`src/rtl/sprite_compositor_pipe.sv`:
```
// Resolves each scan pixel to a map/sprite object ID and image index, with per-frame collision report.
// Latency 2 cycles at 1 pixel/cycle; no backpressure, so every i_pix_valid beat emerges as o_valid two cycles later.
module sprite_compositor_pipe #(
  parameter int NUM_SPRITES = 4,
  parameter int SPRITE_SIZE = 32,
  parameter int MAP_H       = 640,
  parameter int MAP_V       = 480,
  parameter int H_WIDTH     = 10,
  parameter int V_WIDTH     = 10,
  parameter int IDX_W       = H_WIDTH + V_WIDTH,
  parameter int ID_W        = $clog2(NUM_SPRITES + 1)
) (
  input  logic                                      i_clk,
  input  logic                                      i_rst,
  input  logic                                      i_frame_start,
  input  logic [NUM_SPRITES*H_WIDTH-1:0]            i_sprite_x,
  input  logic [NUM_SPRITES*V_WIDTH-1:0]            i_sprite_y,
  input  logic [NUM_SPRITES-1:0]                    i_sprite_valid,
  input  logic                                      i_pix_valid,
  input  logic [H_WIDTH-1:0]                        i_VGA_H,
  input  logic [V_WIDTH-1:0]                        i_VGA_V,
  output logic [NUM_SPRITES*$clog2(SPRITE_SIZE)-1:0] o_mask_row_addr,
  input  logic [NUM_SPRITES*SPRITE_SIZE-1:0]        i_mask_row,
  output logic                                      o_valid,
  output logic [ID_W-1:0]                           o_object_id,
  output logic [IDX_W-1:0]                          o_pixel_index,
  output logic                                      o_collision,
  output logic [NUM_SPRITES-1:0]                    o_collision_mask
);

  localparam int SW = $clog2(SPRITE_SIZE);
  localparam logic [H_WIDTH-1:0] H_OFF  = H_WIDTH'((MAP_H - SPRITE_SIZE) / 2 + 1);
  localparam logic [V_WIDTH-1:0] V_OFF  = V_WIDTH'((MAP_V - SPRITE_SIZE) / 2 + 1);
  localparam logic [H_WIDTH-1:0] H_SPAN = H_WIDTH'(SPRITE_SIZE - 1);
  localparam logic [V_WIDTH-1:0] V_SPAN = V_WIDTH'(SPRITE_SIZE - 1);

  logic [NUM_SPRITES*H_WIDTH-1:0] act_x;
  logic [NUM_SPRITES*V_WIDTH-1:0] act_y;
  logic [NUM_SPRITES-1:0]         act_vld;

  logic [NUM_SPRITES-1:0][H_WIDTH-1:0] hmin, hmax, hdiff;
  logic [NUM_SPRITES-1:0][V_WIDTH-1:0] vmin, vmax, vdiff;
  logic [NUM_SPRITES-1:0]              hit_c;
  logic [IDX_W-1:0]                    map_idx_c;
  logic                                in_map_c;

  // Wrapped bounds give hmin > hmax, so the unsigned window test clips them naturally.
  always_comb begin
    for (int k = 0; k < NUM_SPRITES; k++) begin
      hmin[k]  = act_x[k*H_WIDTH +: H_WIDTH] + H_OFF;
      hmax[k]  = hmin[k] + H_SPAN;
      vmin[k]  = V_OFF - act_y[k*V_WIDTH +: V_WIDTH];
      vmax[k]  = vmin[k] + V_SPAN;
      hdiff[k] = i_VGA_H - hmin[k];
      vdiff[k] = i_VGA_V - vmin[k];
      hit_c[k] = act_vld[k] && (hmin[k] <= i_VGA_H) && (i_VGA_H <= hmax[k])
                            && (vmin[k] <= i_VGA_V) && (i_VGA_V <= vmax[k]);
      o_mask_row_addr[k*SW +: SW] = vdiff[k][SW-1:0];
    end
    map_idx_c = (IDX_W'(i_VGA_V) - IDX_W'(1)) * IDX_W'(MAP_H) + (IDX_W'(i_VGA_H) - IDX_W'(1));
    in_map_c  = (i_VGA_H >= H_WIDTH'(1)) && (i_VGA_H <= H_WIDTH'(MAP_H))
             && (i_VGA_V >= V_WIDTH'(1)) && (i_VGA_V <= V_WIDTH'(MAP_V));
  end

  logic                           s1_vld;
  logic [NUM_SPRITES-1:0]         s1_hit;
  logic [NUM_SPRITES-1:0][SW-1:0] s1_rel_h, s1_rel_v;
  logic [IDX_W-1:0]               s1_map_idx;
  logic                           s1_in_map;

  always_ff @(posedge i_clk or posedge i_rst) begin
    if (i_rst) begin
      act_x      <= '0;
      act_y      <= '0;
      act_vld    <= '0;
      s1_vld     <= 1'b0;
      s1_hit     <= '0;
      s1_rel_h   <= '0;
      s1_rel_v   <= '0;
      s1_map_idx <= '0;
      s1_in_map  <= 1'b0;
    end else begin
      if (i_frame_start) begin
        act_x   <= i_sprite_x;
        act_y   <= i_sprite_y;
        act_vld <= i_sprite_valid;
      end
      s1_vld <= i_pix_valid;
      if (i_pix_valid) begin
        s1_hit     <= hit_c;
        s1_map_idx <= map_idx_c;
        s1_in_map  <= in_map_c;
        for (int k = 0; k < NUM_SPRITES; k++) begin
          s1_rel_h[k] <= hdiff[k][SW-1:0];
          s1_rel_v[k] <= vdiff[k][SW-1:0];
        end
      end
    end
  end

  logic [NUM_SPRITES-1:0][SPRITE_SIZE-1:0] rows;
  logic [NUM_SPRITES-1:0]                  opaque;
  logic [ID_W-1:0]                         win_id, opq_cnt;
  logic [IDX_W-1:0]                        win_idx;
  logic                                    coll_ev;

  // Walk from the lowest priority up so sprite 0 overrides everyone.
  always_comb begin
    rows    = i_mask_row;
    win_id  = '0;
    win_idx = s1_map_idx;
    opq_cnt = '0;
    opaque  = '0;
    for (int k = NUM_SPRITES - 1; k >= 0; k--) begin
      opaque[k] = s1_hit[k] & rows[k][s1_rel_h[k]];
      opq_cnt   = opq_cnt + ID_W'(opaque[k]);
      if (opaque[k]) begin
        win_id  = ID_W'(k + 1);
        win_idx = IDX_W'({s1_rel_v[k], s1_rel_h[k]});
      end
    end
    if (!s1_in_map) begin
      win_id  = '0;
      win_idx = '0;
    end
    coll_ev = s1_vld && (opq_cnt >= ID_W'(2));
  end

  logic                   coll_acc;
  logic [NUM_SPRITES-1:0] coll_mask_acc;

  always_ff @(posedge i_clk or posedge i_rst) begin
    if (i_rst) begin
      o_valid          <= 1'b0;
      o_object_id      <= '0;
      o_pixel_index    <= '0;
      o_collision      <= 1'b0;
      o_collision_mask <= '0;
      coll_acc         <= 1'b0;
      coll_mask_acc    <= '0;
    end else begin
      o_valid <= s1_vld;
      if (s1_vld) begin
        o_object_id   <= win_id;
        o_pixel_index <= win_idx;
      end
      // An event landing on the frame pulse seeds the new frame's accumulator.
      if (i_frame_start) begin
        o_collision      <= coll_acc;
        o_collision_mask <= coll_mask_acc;
        coll_acc         <= coll_ev;
        coll_mask_acc    <= coll_ev ? opaque : '0;
      end else if (coll_ev) begin
        coll_acc      <= 1'b1;
        coll_mask_acc <= coll_mask_acc | opaque;
      end
    end
  end

endmodule

```
`config.mk`:
```
export PLATFORM = sky130hd
export DESIGN_NAME = sprite_compositor_pipe
export DESIGN_NICKNAME = d
export VERILOG_FILES = /design/src/rtl/sprite_compositor_pipe.sv
export SDC_FILE = /design/constraint.sdc
export NUM_CORES = 1
export LEC_CHECK = 0
export BUFFER_PORTS_ARGS = -buffer_cell sky130_fd_sc_hd__clkbuf_2
export CAP_MARGIN = 20
export CORE_ASPECT_RATIO = 1.1
export CORE_MARGIN = 2
export CORE_UTILIZATION = 50
export CTS_BUF_LIST = sky130_fd_sc_hd__clkbuf_16
export CTS_CLUSTER_SIZE = 14
export DETAILED_ROUTE_END_ITERATION = 6
export PLACE_DENSITY = 0.72
export SETUP_SLACK_MARGIN = 0.5
export SYNTH_ARGS = -nofsm -noshare
export SYNTH_HDL_FRONTEND = slang
export SYNTH_SLANG_ARGS = --single-unit
```
`constraint.sdc`:
```
create_clock -name i_clk -period 11.15 [get_ports i_clk]
set_input_delay 1.6725 -clock i_clk [delete_from_list [all_inputs] [get_ports i_clk]]
set_output_delay 1.6725 -clock i_clk [all_outputs]
set_load 0.01 [all_outputs]
```
---- After elaboration in Yosys (flattened, before gate mapping) ----
Cells that the tools add are included.
W data, S select, Z words.
operators by class
  $add $sub $neg .......................... 30
  multiply operators ...................... 1
  magnitude comparators ................... 25
  muxes and demuxes ....................... 23
  bitwise operators ....................... 5
  reduce and logical (&&, ||, !) cells .... 21
operator list
  operator                 number
  $le A10 B10 Y1           16
  $mux W20                 5
  $add A10 B5 Y10 const B  8
  $add A10 B9 Y10 const B  4
  $sub A5 B5 Y5            8
  $sub A8 B10 Y10 const A  4
  $lt A5 B6 Y1 const B     4
  $sub A10 B1 Y11 const B  2
  $add A20 B20 Y20         1
  $bmux W1 S5              4
  $ge A10 B1 Y1 const B    2
  $logic_and A1 B1 Y1      20
  $mul A20 B3 Y13 const B  1
  $mux W3                  5
  $mux W4                  3
  $le A10 B10 Y1 const B   1
  $le A10 B9 Y1 const B    1
  $mux W1                  6
  $and A1 B1 Y1            4
  $or A4 B4 Y4             1
  $add A2 B1 Y3            1
  $add A3 B1 Y3            1
  $ge A3 B2 Y1 const B     1
  $add A1 B1 Y2            1
  $reduce_bool A2 Y1       1
word-level totals
  register bits ........................... 184
  input port bits ......................... 236
  output and inout bits ................... 49
  word-level logic and storage cells ...... 127

---- Longest topological paths before layout ----
Gate-level depths: netlist of the first run.
  depth in word-level cells ............... 10
  mapped depth ............................ 21
  depth with buffers taken out ............ 21

---- Worst setup path after synthesis of the first run ----
No wires, ideal clock.
  path kind ............................... input-to-reg
  from .................................... in i_VGA_H[1]
  to ...................................... reg s1_map_idx[18]
  library setup time ...................... 125 ps
  arrival time ............................ 5342 ps
  required time ........................... 11025 ps
  slack ................................... 5683 ps
  stages on the path ...................... 13
  buffers on the path ..................... 0
  cell sequence ........................... inv_1 ha_1 nand4_1 nor4_1 ha_1 and2_1 a311o_1 a31oi_1 nor2b_1 o21a_1 o41ai_2 xnor2_1 mux2_2
between the ends
  cells in the longest elaborated chain, start to end .. 2
RTL lines
  item                  RTL line  text
  start, declared       20        input logic [H_WIDTH-1:0] i_VGA_H,
  $sub A10 B1 Y11       60        map_idx_c = (IDX_W'(i_VGA_V) - IDX_W'(1)) * IDX_W'(MAP_H) + (IDX_W'(i_VGA_H) - IDX_W'(1));
  $add A20 B20 Y20      60
  end signal, assigned  91        s1_map_idx <= map_idx_c;
  end, declared         68        logic [IDX_W-1:0] s1_map_idx;
Every way passes these cells.
A chain may end at the register's enable or synchronous reset.

---- Final worst setup path of the first run ----
  from .................................... in i_VGA_V[1]
  to ...................................... reg s1_map_idx[18]
between the ends
  cells in the longest elaborated chain, start to end .. 3
RTL lines
  item              RTL line  text
  start, declared   21        input logic [V_WIDTH-1:0] i_VGA_V,
  $sub A10 B1 Y11   60
  $mul A20 B3 Y13   60
  $add A20 B20 Y20  60
Every way passes these cells.

==> reports/results.tsv, run 1 <==
metric	value	unit
outcome	finished, final reports clean	
Die X	176.1	um
NumNets Final	2386	
RSZ-0062 raised after global routing	false	
Syn Nets	2116	
Mapped Cells	1625	
met3 wire length	2.913	mm
Hold Fails Final Rpt	0	
Post-synth EDFFs	0	
layout cells sized above 1	0.2510	
worst slew pin tran	0.9869	ns
cell area after synthesis	16280	um^2
clock latency on the worst-skew pair	0.46	ns
fin. max-slew vios	0	
required time of the critical path	11.50	ns
PortBufs	284	
n_diodes	0	
critical path peak fanout	11	
routed wire length	47.99	mm
yosys warns	0	
first-pass GRT wire length	74.95	mm
largest net degree at the start of global routing	113	
Mean Syn Cell Area	10.02	um^2
first-pass iteration count of the detailed router	6	
final worst slack	5.476	ns
core area	32200	um^2
top layer in use	met4	
sequential area share after synthesis	0.2828	
Final Wtd Congestion	0.9747	
Clock Sinks	184	
Worst Hold Class	reg -> reg	
post-synthesis register bit count	184	
Reg clk slew, reported paths	0.09	ns
grt ovf	0	
Routed Antenna Nets	0	
number of max-cap violations	0	
met2 wire len	22.75	mm
total CTS buffers	17	
total negative setup slack	0	ns
deepest clock path buffer count	2	
IO Count	285	
Worst setup EP type	register	
Rel. slew slack	0.3414	
Final Skew	0.01786	ns
Power per Cell Area	150.3	nW/um^2
DIE HEIGHT	193.3	um
CP Class	in -> reg	
Synth cell types	73	
drt drc	0	
WL per Instance	20.56	um
fin crit share	0.5089	
Metal-1 WL	20.83	mm
setup bufs post-CTS	0	
Final HPWL DP	37.88	mm
initial antenna violation count	0	
static leakage power	8.867	nW
Final setup viols	0	
CTS root buffer	clkbuf_16	
post-CTS sizing	0	
cts hold-fix bufs	0	
critical path arrival	6.03	ns
fin crit period	5.674	ns
area grow syn2layout	14.58	%
drt via density	5.857	
Die ar.	34020	um^2
Max Freq	176.2	MHz
num rows	69	
CTS tree	done	
initial drt markers	797	
via count	13670	
Initial Util	0.5056	
gr usage total	0.2819	
ys async rst share	1.000	
vias in the first global route	13850	
worst ir drop on vdd	103.3	uV
pre-CTS setup slack	5.051	ns
Startpoint Class	input port	
H-Tree Depth	4	
Synth Flop Type	dfrtp_1	
==> cells in the final DEF, fill, tap and decap left out, drive strengths merged, types with 10 or more instances in the layout <==
cell type  netlist  final
nor2            78     78
nand3           47     47
mux4            31     31
o21ai           70     70
o21a            24     24
nor2b           25     25
xor2            39     39
a22o            11     11
nand2b          12     12
nor3            42     42
fa              11     11
a21o            40     40
nand2           87     87
clkbuf          25    300
a211oi          10     10
mux2           118    118
o31ai           10     10
mux2i           21     21
xnor2          134    134
dfrtp          184    184
a31oi           14     14
inv            120    128
a21oi           76     76
ha             244    244
nor3b           10     10
nand4           30     30
==> cell usage after synthesis, types with 5 or more instances <==
master     instances  area share
o41ai_1            5      0.0027
nor4_1             6      0.0023
dfrtp_1          184        0.28
nor2b_1           25      0.0096
o32ai_1            7      0.0038
ha_1             244        0.19
mux2_2           111       0.077
a211oi_1          10      0.0046
nand4_1           30       0.012
xnor2_1          134       0.072
nor2_1            76       0.018
o31ai_1           10      0.0046
a222oi_1           9      0.0055
a41oi_1            5      0.0027
nand2b_1          11      0.0042
fa_1              11       0.014
a31oi_1           12      0.0046
mux2i_1           21       0.013
a22o_1            11      0.0059
a21o_1            40       0.018
mux2_4             7      0.0065
clkbuf_1          25      0.0058
nand2_1           87       0.020
a21oi_1           76       0.023
a2111oi_0          7      0.0038
o21ai_0           70       0.022
o2bb2ai_1          7      0.0038
mux4_2            27       0.037
nor3_1            41       0.013
and3_1             5      0.0019
nand3_1           46       0.014
o21a_1            24       0.011
nor3b_1           10      0.0046
inv_1            118       0.027
o211ai_1           7      0.0032
xor2_1            39       0.021
==> metrics by stage <==
stage | std cells | hold WS [ns] | utilization | area (um^2) | power, W
after floorplan | 1625 | 0.4493 | - | 16280 | 0.001810
after global placement | 2302 | 0.4669 | 0.5624 | 18110 | 0.002165
after detailed placement | 2302 | 0.4827 | 0.5624 | 18110 | 0.002206
after CTS | 2334 | 0.4992 | 0.5793 | 18660 | 0.002804
after global routing | 2334 | 0.5165 | 0.5793 | 18660 | 0.002986
final | 2334 | 0.4942 | 0.5793 | 18660 | 0.002803
==> state kept, by name, indices dropped and copies added (netlist names) <==
name / cells
o_pixel_index: 20
act_x: 40
act_y: 40
o_collision: 1
s1_rel_v: 20
s1_in_map: 1
s1_hit: 4
act_vld: 4
coll_acc: 1
o_valid: 1
s1_map_idx: 20
s1_rel_h: 20
o_collision_mask: 4
s1_vld: 1
coll_mask_acc: 4
o_object_id: 3
==> cells by family (layout without fill, tap and decap cells) <==
group / after synthesis / after routing / share of synthesized area
simple gates: 356 / 356 / 0.1076
compound gates: 328 / 328 / 0.1365
fa+ha+maj: 255 / 255 / 0.2010
flops: 184 / 184 / 0.2828
xor+xnor: 173 / 173 / 0.09306
mux: 170 / 170 / 0.1399
buf+inv: 159 / 442 / 0.03911
==> layout make-up <==
type                    instances  area [um^2]
clock buffers                  17        425.4
clock inverters                15        120.1
fillers                      2854        13550
inverters                     121        464.2
multi-input cells            1282        11050
flip-flops and latches        184         4604
well taps                     426        533.0
repair buffers                289         1461
==> path summary, 6_finish.rpt <==
| check | start | to | slack (ns) | cells past startpoint |
|---|---|---|---|---|
| min reg2reg | coll_mask_acc[1] | coll_mask_acc[1] | 0.49 | 1 |
| max reg2reg | act_y[31] | s1_hit[3] | 7.12 | 16 |
| min in group asynchronous | i_rst | o_pixel_index[9] | 1.36 | 2 |
| max in group asynchronous | i_rst | s1_hit[2] | 8.27 | 3 |
| min | coll_mask_acc[1] | coll_mask_acc[1] | 0.49 | 1 |
| max | i_VGA_V[1] | s1_map_idx[18] | 5.48 | 18 |
==> layer usage <==
| metal | vias up | global-route usage |
|---|---|---|
| met2 | 524 | 0.4800 |
| met1 | 6600 | 0.3688 |
| li1 | 6466 | - |
| met5 | - | 0 |
| met3 | 81 | 0.03184 |
| met4 | 0 | 0.1032 |
==> critical path, stage by stage <==
cell and delay [ns]:
clkbuf_2 0.22, inv_1 0.48, ha_1 0.29, nand2_1 0.13
xnor2_1 0.18, ha_1 0.34, inv_1 0.07, fa_1 0.45
xnor2_1 0.15, ha_1 0.27, or3_1 0.32, a311o_1 0.28
a31oi_1 0.26, nor2b_1 0.09, o21a_1 0.20, o41ai_2 0.23
xnor2_1 0.11, mux2_2 0.27
==> where the power goes <==
part           leakage [nW]  switching (W)  internal (W)
Combinational          6.37       0.000672      0.000594
Clock                 0.265       0.000303      0.000291
Sequential             2.23       0.000156      0.000788
Total                  8.87        0.00113       0.00167
No activity file was read; power rests on OpenSTA's default activity.
==> run 2: changes to the inputs <==
==> constraint.sdc (replaced) <==
create_clock -name i_clk -period 5.8 [get_ports i_clk]
set_input_delay 0.87 -clock i_clk [delete_from_list [all_inputs] [get_ports i_clk]]
set_output_delay 0.87 -clock i_clk [all_outputs]
set_load 0.01 [all_outputs]
==> reports/results.tsv, run 2 (synthesis gave the netlist of run 1 again) <==
metric	value	unit	change
outcome	finished, final reports clean		unchanged
Hold Path Cell Cnt	1		unchanged
Worst path slowest cell	ha_1		was inv_1
crit-path max cell delay	0.35	ns	was 0.48 ns
total CTS buffers	17		unchanged
Max Freq	218.5	MHz	
worst r2r dst	s1_hit[3]		unchanged
largest net degree at the start of global routing	185		was 113
Power per Cell Area	293.8	nW/um^2	was 150.3 nW/um^2
final worst slack	1.223	ns	was 5.476 ns
reg-to-reg slack, setup	1.92	ns	was 7.12 ns
critical path peak fanout	10		was 11
critical path arrival	4.89	ns	was 6.03 ns
PortBufs	284		unchanged
routed wire length	47.36	mm	was 47.99 mm
initial antenna violation count	0		unchanged
Hold Path Origin	coll_mask_acc[3]		was coll_mask_acc[1]
deepest clock path buffer count	2		unchanged
pre-CTS setup slack	0.8112	ns	was 5.051 ns
vias in the first global route	13620		was 13.85k
Reg-to-Reg Start	act_y[31]		unchanged
Final setup viols	0		unchanged
Final HPWL DP	37.90	mm	was 37.88 mm
drt drc	0		unchanged
worst hold path endpoint	coll_mask_acc[3]		was coll_mask_acc[1]
WL per Instance	20.27	um	was 20.56 um
H-Tree Depth	4		unchanged
Reg clk slew, reported paths	0.09	ns	about the same
Worst setup EP type	register		unchanged
grt ovf	0		unchanged
static leakage power	8.916	nW	was 8.867 nW
post-CTS sizing	0		unchanged
commonest non-fill, non-tap cell in the layout	clkbuf_2		unchanged
CTS tree	done		unchanged
RSZ-0062 raised after global routing	false		unchanged
first-pass GRT wire length	73.73	mm	was 74.95 mm
required time of the critical path	6.12	ns	was 11.50 ns
Rel. slew slack	0.3034		was 0.3414
Final Wtd Congestion	0.9242		was 0.9747
IO Count	285		unchanged
number of max-cap violations	0		unchanged
area post-placement	18140	um^2	was 18110 um^2
Hold Fails Final Rpt	0		unchanged
Startpoint Class	input port		unchanged
via count	13590		was 13.67k
clock latency on the worst-skew pair	0.46	ns	about the same
fin. max-slew vios	0		unchanged
gr usage total	0.2771		was 0.2819
cell area after layout	18770	um^2	was 18660 um^2
initial drt markers	849		was 797
drt via density	5.814		was 5.857
core area	32200	um^2	unchanged
fin crit share	0.7892		
CTS root buffer	clkbuf_16		unchanged
NumNets Final	2389		was 2386
setup bufs post-CTS	0		unchanged
worst slew pin tran	1.044	ns	was 0.9869 ns
CP Buf/Inv Count	3		unchanged
Initial Util	0.5056		unchanged
layout cells sized above 1	0.2533		was 0.2510
delay-heaviest family, CP	compound AO/OA/AOI/OAI gates		was adder cells
Die ar.	34020	um^2	unchanged
biggest regs	act_x (40), act_y (40)		unchanged
CP Class	in -> reg		unchanged
Worst Hold Class	reg -> reg		unchanged
DIE HEIGHT	193.3	um	unchanged
n_diodes	0		unchanged
fin crit period	4.577	ns	
area grow syn2layout	15.29	%	was 14.58%
CP cell instances	clkbuf_2 > inv_1 > buf_4 > nand3_1 > nor2_1 > xnor2_1 > ha_1 > ha_1 > nor2b_1 > o21ai_0 > nand2b_1 > a21o_1 > a21o_1 > a21o_1 > a21oi_1 > xnor2_1 > ha_1 > or3_1 > o21ai_0 > a21oi_1 > xnor2_1 > a21oi_1		was clkbuf_2 > inv_1 > ha_1 > nand2_1 > xnor2_1 > ha_1 > inv_1 > fa_1 > xnor2_1 > ha_1 > or3_1 > a311o_1 > a31oi_1 > nor2b_1 > o21a_1 > o41ai_2 > xnor2_1 > mux2_2
cts hold-fix bufs	0		unchanged
total negative setup slack	0	ns	unchanged
Routed Antenna Nets	0		unchanged
critical path depth	22		was 18
Clock Sinks	184		unchanged
first-pass iteration count of the detailed router	5		was 6
Die X	176.1	um	unchanged
most frequent cells in the layout	clkbuf_2, ha_1, dfrtp_1, xnor2_1, inv_1		unchanged
worst ir drop on vdd	177.7	uV	was 103.3 uV
Pwr Total	0.005514	W	was 0.002803 W
Final Skew	0.01380	ns	was 0.01786 ns
worst r2r path cells	16		unchanged
num rows	69		unchanged
-- run 2: worst max path at each step --
| stage | start | end |
|---|---|---|
| floorplan | i_VGA_H[1] | s1_map_idx[18] |
| global placement | i_VGA_V[0] | s1_map_idx[18] |
| detailed placement | i_VGA_V[0] | s1_map_idx[18] |
| CTS | i_VGA_V[1] | s1_map_idx[19] |
| global route | i_VGA_V[1] | s1_map_idx[19] |
| finish | i_VGA_V[1] | s1_map_idx[19] |
-- run 2: layer usage --
metal / part of all wire / vias up / GRT usage
li1: - / 6464 / -
met1: 0.43 / 6571 / 0.3620
met2: 0.47 / 483 / 0.4677
met3: 0.060 / 70 / 0.03970
met4: 0.032 / 0 / 0.09764
met5: 0 / - / 0
-- run 2: final cells by class --
type / instances / area, um^2
sequential: 184 / 4604
clock inverter: 15 / 205.2
multi-input combinational: 1282 / 11050
tap: 426 / 533.0
fill: 2791 / 13430
inverter: 121 / 460.4
clock buffer: 17 / 425.4
timing repair buffer: 292 / 1496
-- run 2: through the flow --
stage / cells / util / hold WS (ns)
6_report: 2337 / 0.5829 / 0.4965
5_1_grt: 2337 / 0.5829 / 0.5250
4_1_cts: 2337 / 0.5829 / 0.4975
3_5_place_dp: 2305 / 0.5634 / 0.4738
3_3_place_gp: 2305 / 0.5634 / 0.4671
2_1_floorplan: 1625 / - / 0.4493
-- run 2: where the power goes --
group	leakage [nW]	internal (W)	total (W)	switching, W
registers	2.23	0.00151	0.00180	0.000289
logic	6.38	0.00115	0.00246	0.00131
clock network	0.301	0.000603	0.00126	0.000653
==> run 3: changes to the inputs <==
--- a/config.mk
+++ b/config.mk
@@ -5,6 +5,7 @@
 export SDC_FILE = /design/constraint.sdc
 export NUM_CORES = 1
 export LEC_CHECK = 0
+export ABC_AREA = 1
 export BUFFER_PORTS_ARGS = -buffer_cell sky130_fd_sc_hd__clkbuf_2
 export CAP_MARGIN = 20
 export CORE_ASPECT_RATIO = 1.1
==> constraint.sdc (replaced) <==
create_clock -name i_clk -period 4.5 [get_ports i_clk]
set_input_delay 0.675 -clock i_clk [delete_from_list [all_inputs] [get_ports i_clk]]
set_output_delay 0.675 -clock i_clk [all_outputs]
set_load 0.01 [all_outputs]
==> reports/results.tsv, run 3 <==
metric	value	unit	change
vias in the first global route	15780		was 13.62k
Worst setup EP type	register		unchanged
worst hold slack	0.3046	ns	was 0.4965 ns
routed wire length	50.75	mm	was 47.36 mm
Rel. slew slack	0.4355		was 0.3034
Final HPWL DP	40.48	mm	was 37.90 mm
Synth cell types	46		was 73
Routed Antenna Nets	0		unchanged
Mean Syn Cell Area	7.440	um^2	was 10.02 um^2
ys async rst share	1.000		unchanged
number of max-cap violations	0		unchanged
Mapped Cells	2279		was 1625
worst ir drop on vdd	221.2	uV	was 177.7 uV
dominant cells by area after synthesis	dfrtp_1, ha_1, nand2_1		was dfrtp_1, ha_1, mux2_2
first-pass GRT wire length	80.75	mm	was 73.73 mm
worst slew pin tran	0.8458	ns	was 1.044 ns
fin crit share	0.8489		
top cell type's share of synthesized area	0.2715		was 0.2828
critical path arrival	4.16	ns	was 4.89 ns
cts hold-fix bufs	0		unchanged
Initial Util	0.5081		was 0.5056
CP Buf/Inv Count	2		was 3
H-Tree Depth	4		unchanged
commonest cells in the netlist	nand2_1, inv_1, ha_1, o21ai_0, dfrtp_1		was ha_1, dfrtp_1, xnor2_1, inv_1, mux2_2
most numerous cell in the Yosys netlist	nand2_1		was ha_1
total CTS buffers	17		unchanged
Final Wtd Congestion	0.9579		was 0.9242
NumNets Final	3051		was 2389
initial drt markers	1062		was 849
Synth Flop Type	dfrtp_1		unchanged
DIE HEIGHT	197.1	um	was 193.3 um
required time of the critical path	4.84	ns	was 6.12 ns
worst r2r path cells	18		was 16
Die ar.	35400	um^2	was 34020 um^2
cell area after synthesis	16960	um^2	was 16280 um^2
delay-heaviest family, CP	simple AND/OR/NAND/NOR gates		was compound AO/OA/AOI/OAI gates
Syn Nets	2770		was 2116
fin. max-slew vios	0		unchanged
PortBufs	284		unchanged
fill count	3173		was 2791
yosys warns	0		unchanged
Worst path slowest cell	ha_1		unchanged
Clock Sinks	184		unchanged
Reg-to-Reg Start	act_y[21]		was act_y[31]
initial antenna violation count	0		unchanged
layout cells sized above 1	0.1710		was 0.2533
gr usage total	0.2832		was 0.2771
cell area after layout	19590	um^2	was 18770 um^2
largest net degree at the start of global routing	117		was 185
reg-to-reg slack, setup	0.89	ns	was 1.92 ns
static leakage power	10.39	nW	was 8.916 nW
cell taking the most area after synthesis	dfrtp_1		unchanged
grt ovf	0		unchanged
CTS tree	done		unchanged
Max Freq	261.8	MHz	
WL per Instance	16.89	um	was 20.27 um
fin crit period	3.820	ns	
clock latency on the worst-skew pair	0.46	ns	about the same
cell mode on critical path	nand3_1		
Die X	179.6	um	was 176.1 um
first-pass iteration count of the detailed router	6		was 5
most frequent cells in the layout	nand2_1, clkbuf_2, inv_1, ha_1, o21ai_0		was clkbuf_2, ha_1, dfrtp_1, xnor2_1, inv_1
core area	33370	um^2	was 32200 um^2
area grow syn2layout	15.55	%	was 15.29%
CP Class	in -> reg		unchanged
drt drc	0		unchanged
Final setup viols	0		unchanged
critical path peak fanout	4		was 10
IO Count	285		unchanged
Worst Hold Class	in -> async		was reg -> reg
CP cell instances	buf_2 > nor3_4 > nand3_1 > nor3_2 > xor2_1 > ha_1 > ha_4 > nand2_2 > nor3_4 > a21oi_2 > buf_4 > xor2_1 > ha_1 > nand2_1 > nor2_1 > nand3_1 > nand4_1 > or2_2 > nand3_1 > nand2_1		was clkbuf_2 > inv_1 > buf_4 > nand3_1 > nor2_1 > xnor2_1 > ha_1 > ha_1 > nor2b_1 > o21ai_0 > nand2b_1 > a21o_1 > a21o_1 > a21o_1 > a21oi_1 > xnor2_1 > ha_1 > or3_1 > o21ai_0 > a21oi_1 > xnor2_1 > a21oi_1
Post-synth EDFFs	0		unchanged
commonest non-fill, non-tap cell in the layout	nand2_1		was clkbuf_2
worst r2r dst	s1_hit[2]		was s1_hit[3]
outcome	finished, final reports clean		unchanged
n_diodes	0		unchanged
deepest clock path buffer count	2		unchanged
CTS root buffer	clkbuf_16		unchanged
post-synthesis register bit count	184		unchanged
Final Skew	0.01558	ns	was 0.01380 ns
total negative setup slack	0	ns	unchanged
area post-placement	18840	um^2	was 18140 um^2
RSZ-0062 raised after global routing	false		unchanged
Reg clk slew, reported paths	0.08	ns	was 0.09 ns
num rows	70		was 69
Startpoint Class	input port		unchanged
critical path depth	20		was 22
crit-path max cell delay	0.37	ns	was 0.35 ns
via count	16240		was 13.59k
Power per Cell Area	344.5	nW/um^2	was 293.8 nW/um^2
drt via density	5.405		was 5.814
Hold Fails Final Rpt	0		unchanged
biggest regs	act_x (40), act_y (40)		unchanged
sequential area share after synthesis	0.2715		was 0.2828
-- run 3: cell count changes after synthesis, sizes merged, moves of 25 or more --
cell | previous run | this run
xor2 | 39 | 109
a21oi | 76 | 118
o21ai | 70 | 205
a21o | 40 | 2
nor2b | 25 | 0
nand2 | 87 | 565
xnor2 | 134 | 38
nor2 | 78 | 139
mux4 | 31 | 0
inv | 120 | 268
mux2 | 118 | 15
nand3 | 47 | 189
-- run 3: what timing repair did --
action,CTS,global route
resized for setup,0,23
buffers inserted,0,6
setup endpoints to repair,0,2
-- run 3: kinds of logic after synthesis --
logic type                 after synthesis  synth area share
xor gates and xnor gates               147           0.07593
DFF                                    184            0.2715
muxes                                   15          0.009962
adders and majority gates              255            0.1930
buffers and inverters                  327           0.08110
and+or+nand+nor                        972            0.2458
AOI/OAI and AO/OA                      379            0.1226
-- run 3: metal layers --
metal	track usage	wire [um]	vias to the layer above
li1	-	-	8125
met2	0.4781	23370	546
met5	0	0	-
met3	0.03577	2619	112
met1	0.3727	23040	7458
met4	0.1054	1727	0
-- run 3: where the power goes --
group	switching [W]	internal (W)	total (W)
Combinational	0.00190	0.00114	0.00304
Sequential	0.000234	0.00189	0.00212
Clock	0.000785	0.000801	0.00159
Total	0.00292	0.00383	0.00675
-- run 3: how the worst max path moves through the flow --
stage	from	end	slack, ns
after detailed placement	i_VGA_V[1]	s1_map_idx[19]	0.20
after CTS	i_VGA_V[0]	s1_map_idx[18]	0.64
after global placement	i_VGA_V[1]	s1_map_idx[18]	0.19
after floorplan	i_VGA_V[1]	s1_map_idx[18]	0.55
final	i_VGA_V[0]	s1_map_idx[18]	0.68
after global routing	i_VGA_V[0]	s1_map_idx[18]	0.43
-- run 3: layout make-up --
type,instances,area (um^2),area share
clock inverter,15,183.9,0.009387
timing repair buffer,321,1717,0.08761
sequential,184,4604,0.2350
inverter,268,1030,0.05255
tap,432,540.5,0.02759
clock buffer,17,425.4,0.02171
multi-input combinational,1768,11090,0.5662
-- run 3: worst register-to-register path, cell delays in order (launching register included) --
cell	delay (ns)
dfrtp_1	0.44
inv_1	0.17
ha_1	0.22
nand2_1	0.07
nor2_1	0.18
nor3_1	0.09
or2_2	0.28
nand2_1	0.14
inv_1	0.07
nor2_1	0.11
nand2_1	0.07
xor2_1	0.15
ha_1	0.30
nand2_1	0.08
nor2_1	0.20
nand3_1	0.12
o21ai_0	0.56
nand3_1	0.12
o21ai_0	0.18
-- run 3: per-stage QoR --
stage	utilization	power, W	worst slack, ns	instances
floorplan	-	0.004192	0.5515	2279
global placement	0.5646	0.005032	0.1934	2967
detailed placement	0.5646	0.005115	0.1985	2967
finish	0.5872	0.006750	0.6799	3005
global route	0.5872	0.007261	0.4277	3005
CTS	0.5829	0.006717	0.6359	2999
